--- config.mk ---
export PLATFORM = sky130hd
export DESIGN_NAME = pipe_skid_stage
export DESIGN_NICKNAME = d
export VERILOG_FILES = /design/src/rtl/pipe_pkg.sv /design/src/rtl/pipe_skid_stage.sv
export SDC_FILE = /design/constraint.sdc
export NUM_CORES = 1
export LEC_CHECK = 0
export CELL_PAD_IN_SITES_DETAIL_PLACEMENT = 0
export CELL_PAD_IN_SITES_GLOBAL_PLACEMENT = 1
export CORE_ASPECT_RATIO = 0.9
export CORE_MARGIN = 3
export CORE_UTILIZATION = 35
export CTS_BUF_LIST = sky130_fd_sc_hd__clkbuf_8
export DETAILED_ROUTE_END_ITERATION = 6
export GPL_TIMING_DRIVEN = 0
export PLACE_DENSITY_LB_ADDON = 0.1
export SYNTH_ARGS = -nofsm -noshare
export SYNTH_HDL_FRONTEND = slang
export SYNTH_SLANG_ARGS = --single-unit
--- constraint.sdc ---
create_clock -name clk -period 1.9 [get_ports clk]
set_input_delay 0.38 -clock clk [delete_from_list [all_inputs] [get_ports clk]]
set_output_delay 0.38 -clock clk [all_outputs]
set_load 0.02 [all_outputs]
--- src/rtl/pipe_pkg.sv ---
// pipe_pkg: shared types and field layout for pipe_skid_stage and its callers.
//   state_e      - stage state; the encoding doubles as the occupancy count.
//   IDEX_*       - bit offsets/widths of the ID/EX payload inside data_in/data_out.
//   idex_t       - packed view of the same ID/EX layout (pc in the MSBs).
package pipe_pkg;

    // Stage state; numeric value equals the number of held entries.
    typedef enum logic [1:0] {
        ST_EMPTY = 2'd0,
        ST_ONE   = 2'd1,
        ST_FULL  = 2'd2
    } state_e;

    // ID/EX field widths.
    localparam int unsigned IDEX_PC_W   = 32;
    localparam int unsigned IDEX_RS1_W  = 5;
    localparam int unsigned IDEX_RS2_W  = 5;
    localparam int unsigned IDEX_RD_W   = 5;
    localparam int unsigned IDEX_RD1_W  = 32;
    localparam int unsigned IDEX_RD2_W  = 32;
    localparam int unsigned IDEX_IMM_W  = 32;
    localparam int unsigned IDEX_CTRL_W = 17;

    // ID/EX field LSB offsets, control in the low bits, pc at the top.
    localparam int unsigned IDEX_CTRL_LSB = 0;
    localparam int unsigned IDEX_IMM_LSB  = IDEX_CTRL_LSB + IDEX_CTRL_W;
    localparam int unsigned IDEX_RD2_LSB  = IDEX_IMM_LSB  + IDEX_IMM_W;
    localparam int unsigned IDEX_RD1_LSB  = IDEX_RD2_LSB  + IDEX_RD2_W;
    localparam int unsigned IDEX_RD_LSB   = IDEX_RD1_LSB  + IDEX_RD1_W;
    localparam int unsigned IDEX_RS2_LSB  = IDEX_RD_LSB   + IDEX_RD_W;
    localparam int unsigned IDEX_RS1_LSB  = IDEX_RS2_LSB  + IDEX_RS2_W;
    localparam int unsigned IDEX_PC_LSB   = IDEX_RS1_LSB  + IDEX_RS1_W;
    localparam int unsigned IDEX_W        = IDEX_PC_LSB   + IDEX_PC_W;

    // Packed ID/EX payload; member order matches the offsets above.
    typedef struct packed {
        logic [IDEX_PC_W-1:0]   pc;
        logic [IDEX_RS1_W-1:0]  rs1;
        logic [IDEX_RS2_W-1:0]  rs2;
        logic [IDEX_RD_W-1:0]   rd;
        logic [IDEX_RD1_W-1:0]  rd1;
        logic [IDEX_RD2_W-1:0]  rd2;
        logic [IDEX_IMM_W-1:0]  imm;
        logic [IDEX_CTRL_W-1:0] ctrl;
    } idex_t;

endpackage

--- src/rtl/pipe_skid_stage.sv ---
// pipe_skid_stage: generic valid/ready pipeline register with a 2-entry skid
// buffer and synchronous flush. in_ready is a flop, so there is no
// combinational path from out_ready to in_ready.
// Ports:
//   clk, reset       - rising-edge clock, synchronous active-high reset
//   flush            - synchronous kill of all held entries
//   in_valid/in_ready/in_data    - upstream handshake and payload
//   out_valid/out_ready/out_data - downstream handshake and payload
//   occupancy        - number of held entries (0..2)
module pipe_skid_stage
    import pipe_pkg::*;
#(
    parameter int unsigned DATA_W        = 160,
    parameter bit          ZERO_ON_EMPTY = 1'b1
) (
    input  logic              clk,
    input  logic              reset,
    input  logic              flush,
    input  logic              in_valid,
    output logic              in_ready,
    input  logic [DATA_W-1:0] in_data,
    output logic              out_valid,
    input  logic              out_ready,
    output logic [DATA_W-1:0] out_data,
    output logic [1:0]        occupancy
);

    state_e            state_q, state_d;
    logic [DATA_W-1:0] main_q, main_d;
    logic [DATA_W-1:0] skid_q, skid_d;
    logic              in_ready_q, in_ready_d;
    logic              out_valid_q, out_valid_d;
    logic              in_fire, out_fire;

    // Next-state and datapath selection.
    always_comb begin
        state_d     = state_q;
        main_d      = main_q;
        skid_d      = skid_q;
        in_fire     = in_valid & in_ready_q;
        out_fire    = out_valid_q & out_ready;

        case (state_q)
            ST_EMPTY: begin
                if (in_fire) begin
                    state_d = ST_ONE;
                    main_d  = in_data;
                end
            end
            ST_ONE: begin
                if (in_fire && out_fire) begin
                    main_d = in_data;
                end else if (in_fire) begin
                    // Consumer stalled: park the new entry behind main.
                    state_d = ST_FULL;
                    skid_d  = in_data;
                end else if (out_fire) begin
                    state_d = ST_EMPTY;
                end
            end
            ST_FULL: begin
                if (out_fire) begin
                    state_d = ST_ONE;
                    main_d  = skid_q;
                    skid_d  = '0;
                end
            end
            default: begin
                state_d = ST_EMPTY;
            end
        endcase

        // Drained stage presents a NOP bubble.
        if (ZERO_ON_EMPTY && (state_d == ST_EMPTY)) begin
            main_d = '0;
        end

        // Flush overrides everything; any same-cycle in_fire is dropped.
        if (flush) begin
            state_d = ST_EMPTY;
            main_d  = '0;
            skid_d  = '0;
        end

        in_ready_d  = (state_d != ST_FULL);
        out_valid_d = (state_d != ST_EMPTY);
    end

    // State, payload and handshake registers.
    always_ff @(posedge clk) begin
        if (reset) begin
            state_q     <= ST_EMPTY;
            main_q      <= '0;
            skid_q      <= '0;
            in_ready_q  <= 1'b1;
            out_valid_q <= 1'b0;
        end else begin
            state_q     <= state_d;
            main_q      <= main_d;
            skid_q      <= skid_d;
            in_ready_q  <= in_ready_d;
            out_valid_q <= out_valid_d;
        end
    end

    assign in_ready  = in_ready_q;
    assign out_valid = out_valid_q;
    assign out_data  = main_q;
    assign occupancy = 2'(state_q);

endmodule
# Yosys cells after proc, flatten, opt, wreduce, memory -nomap -nowiden
# Index checks and enable logic that the tools add are counted.
# classes
bitwise	2
n_reduce_logical	10
n_eq_ne	8
mux	14
# ops
op	count
160-bit two-way mux	5
160-bit one-hot mux with 3 select lines	1
160-bit one-hot mux with 2 select lines	1
2-bit two-way mux	6
2-bit != test (second input constant)	6
4-bit AND reduction	2
2-bit one-hot mux with 3 select lines	1
2-bit zero test	2
2-bit nonzero test	2
3-bit nonzero test	1
3-bit OR reduction	1
1-bit AND	2
2-bit by 1-bit equality test with 1-bit output (second input constant)	1
2-bit equality test (second input constant)	1
2-bit OR reduction	1
1-bit logical AND	1
# totals
elab_cells	39
out_inout_bits	164
ff_bits	324

# Longest topological paths before layout
# depth
ltp_word	7
depth_mapped	7

# Worst setup path before layout
# No wires, ideal clock.
# synth_timing
path_kind	reg-to-reg
startpoint	register state_q[1] (netlist: occupancy[1])
endpoint	register main_q[100] (netlist: out_data[100])
setup_slack_ns	-0.048
period_less_slack_ns	1.948
setup_ns	0.142
stages_incl_launch_ff	8
arrival_ns	1.806
path_cell_list	dfxtp_1 > and4b_1 > buf_2 > a21o_1 > buf_2 > clkbuf_1 > clkbuf_1 > a221oi_1
# synth_between
elab_chain_cells	6
word_cells_on_any_way	17
cone_classes	eq/ne (5); mux (7); reduce/logical (5)
# synth_rtl
element	line_no	rtl
start, declared	pipe_skid_stage.sv:28	state_e state_q, state_d;
start signal, assigned	pipe_skid_stage.sv:98	state_q <= state_d;
2-bit two-way mux	pipe_skid_stage.sv:57	end else if (out_fire) begin
2-bit two-way mux	pipe_skid_stage.sv:53	end else if (in_fire) begin
2-bit two-way mux	pipe_skid_stage.sv:51	if (in_fire && out_fire) begin
2-bit one-hot mux with 3 select lines	pipe_skid_stage.sv:43	case (state_q)
2-bit zero test	pipe_skid_stage.sv:74	if (ZERO_ON_EMPTY && (state_d == ST_EMPTY)) begin
3-bit OR reduction (no line)	--	
end signal, assigned	pipe_skid_stage.sv:99	main_q <= main_d;
end, declared	pipe_skid_stage.sv:29	logic [DATA_W-1:0] main_q, main_d;
# Several ways; a longest one is shown, not always the timed one.
# A chain may end at the register's enable or synchronous reset.

# Worst setup path in the final report
# layout_timing
startpoint	register state_q[1] (netlist: occupancy[1])
endpoint	register main_q[41] (netlist: out_data[41])
# The elaborated chain is that of the path after synthesis.

==> impl_metrics.yaml <==
outcome:
  status: "finished, final reports clean"
yosys:
  yosysTopAreaCellShare_pct: 52.15
  syn_nets: 1294
  synth_seq_cells: 324
  synth_cell_types: 25
  synth_edf_count: 0
  synth_area_leaders: "dfxtp_1 (52%), a32o_1 (13%), mux2i_1 (13%)"
  ys_seq_area_share_pct: 52.15
  synth_top_area_cell: "dfxtp_1"
  synthCells: 1129
  yosysWarnings: 0
  synth-async-reset-ratio_pct: 0
  synth_area_per_cell_um2: 11.02
  synth_flop_cell: "dfxtp_1"
  synthesis.area_mm2: 0.01244
global_route:
  grt_pass1_wl_um: 62690
  grt_pass1_vias: 10812
  antenna_found_initial: 8
  grt.total_usage_pct: 21.10
  gr-total-overflow: 0
  grt_max_degree: 20
routing:
  remaining_drc_errors: 0
  topRoutingLayerUsed: "met5"
  wl_met3_um: 3112
  antenna_left: 0
  drtIter0Drc: 522
  avgRoutedWirePerCell_um: 21.03
  wl_um: 42500
  vias_per_cell: 5.485
  vias: 11086
  met1_length_um: 19030
  drtPass1Iterations: 5
  met2_length_um: 19580
min_path:
  min-delay-start: "in_data[61]"
  hold_path.class: "in -> reg"
  hold_path_end: "skid_q[61]"
  holdPathStages: 2
timing:
  slew_viol_final: 0
  slew-limit-headroom_pct: 43.49
  hold_viol: 0
  max_freq_ghz: 0.5380
  setup_viol: 0
  period_needed_ps: 1859
  worstMarginPinSlew_ps: 847.7
  fin_skew_ps: 21.03
  period_share_pct: 97.83
clock_network:
  postCtsHoldBufs: 0
  clockBufferDepth: 3
  cts_made_buffers: 55
  htree_levels: 2
  root_buffer: "clkbuf_8"
  cts_tree: "done"
  clk_latency_ps: 590
  path_clk_slew_ps: 60
  cts_sinks: 324
power_and_ir_drop:
  power_mw: 15.27
  cellPowerDensity_mw_per_mm2: 852.5
  ir_drop_mv: 0.5221
  p_leak_nw: 8.200
setup_path:
  r2r_slack_ps: 40
  worstPathMaxFanout: 11
  worstRegToRegCells: 7
  rr_startpoint: "occupancy[1]"
  crit_type: "reg -> reg"
  critPathCaptureType: "register"
  startpoint_type: "register"
  cp.required_ps: 2380
  r2r_end: "out_data[41]"
  cp.arrival_ps: 2340
layout:
  finalNetCount: 1685
  layout_commonest_cell: "dfxtp_1"
  area_delta_synth_final_pct: 44.06
  final_cell_area_mm2: 0.01792
  multi_input_area_mm2: 0.005679
  fill_cells: 3248
  layout-drive-gt1-share_pct: 15.97
  n_antenna_cell: 0
  layout_common_cells: "dfxtp_1 (321), clkdlybuf4s50_1 (164), dlygate4sd2_1 (164), nor2_1 (161)"
  final-seq-area_mm2: 0.006495
place:
  placed_area_mm2: 0.01630
  port_buffers: 328
  gp_congestion: 0.7589
  dpl.hpwl_um: 29010
floorplan:
  pin_count: 329
  rows: 64
  initial_utilization_pct: 36.04
  dieHeight_um: 184.8
  fp.dieArea_mm2: 0.03783
  core_mm2: 0.03451
  die_x_um: 204.7
flow_run:
  cap_violations: 0
critical path: stages, from the launching register on:
cell	delay (ps)
dfxtp_4	380
and4b_1	210
buf_6	160
a21o_1	170
buf_6	150
clkbuf_16	180
clkbuf_4	200
a221oi_1	290
cells by family (layout without fill, tap and decap cells):
group                  after synthesis  count (layout)  synth area share (%)
muxes                              160             160                 12.88
AOI/OAI and AO/OA                  329             329                 24.83
buffers and inverters              142             572                 4.577
and+or+nand+nor                    174             174                 5.564
DFF                                324             324                 52.15
power breakdown:
part           switching (mW)  internal [mW]  leakage, nW
clock                    2.85           3.66        0.645
combinational           0.991          0.762         4.93
sequential             0.0805           6.94         2.62
total                    3.92           11.4         8.20
cells in the mapped netlist, types with 2 or more instances:
library cell / n
a21o_1: 2
a21oi_1: 2
a221oi_1: 160
a32o_1: 160
and4b_1: 2
buf_1: 3
buf_2: 29
clkbuf_1: 108
dfxtp_1: 324
inv_1: 2
mux2i_1: 160
nand2_1: 3
nand4b_1: 2
nor2_1: 161
cell type report:
type                       instances  area share (%)
sequential                       324           36.25
multi-input combinational        663           31.70
timing repair buffer             337           17.58
clock buffer                      76           5.838
buffer                           137           4.728
tap                              462           3.226
clock inverter                    20          0.6355
inverter                           2         0.04190
stage by stage:
step	hold slack [ps]	std cells	setup TNS (ps)	worst slack (ps)	util [%]
floorplan	441.2	1129	0	24.37	-
global placement	445.6	1919	-356240	-1574	47.23
detailed placement	452.8	1919	-365040	-1574	47.23
CTS	384.9	2013	-1.235	-1.235	50.80
global route	411.7	2021	-3.518	-1.591	51.91
finish	434.5	2021	0	41.20	51.91
flip-flops by register name, summed over array words and instances (netlist names):
name / count
out_data: 160
in_ready: 1
out_valid: 1
skid_q: 160
occupancy: 2
worst max-delay path by stage:
stage                      start            end  slack, ps  cells past startpoint
finish              occupancy[1]   out_data[41]         40                      7
global route        occupancy[1]     skid_q[21]         -2                      6
CTS                 occupancy[1]   out_data[99]         -1                      7
detailed placement         reset    skid_q[146]      -1570                      5
global placement           flush    skid_q[127]      -1570                      5
floorplan              out_valid  out_data[100]         20                      7
routing by layer:
layer / GRT usage [%] / vias up
met5: 0 / -
met4: 4.651 / 16
met3: 6.238 / 71
met2: 32.72 / 296
met1: 29.22 / 5437
li1: - / 5266
repair_timing:
item,in CTS,in global routing
cloned,0,2
endpoints found under the setup margin,484,298
buffers inserted,1,6
gates resized for setup,284,89
endpoints found under the hold margin,0,0
pin swaps,1,4
No activity file was read; power rests on OpenSTA's default activity.
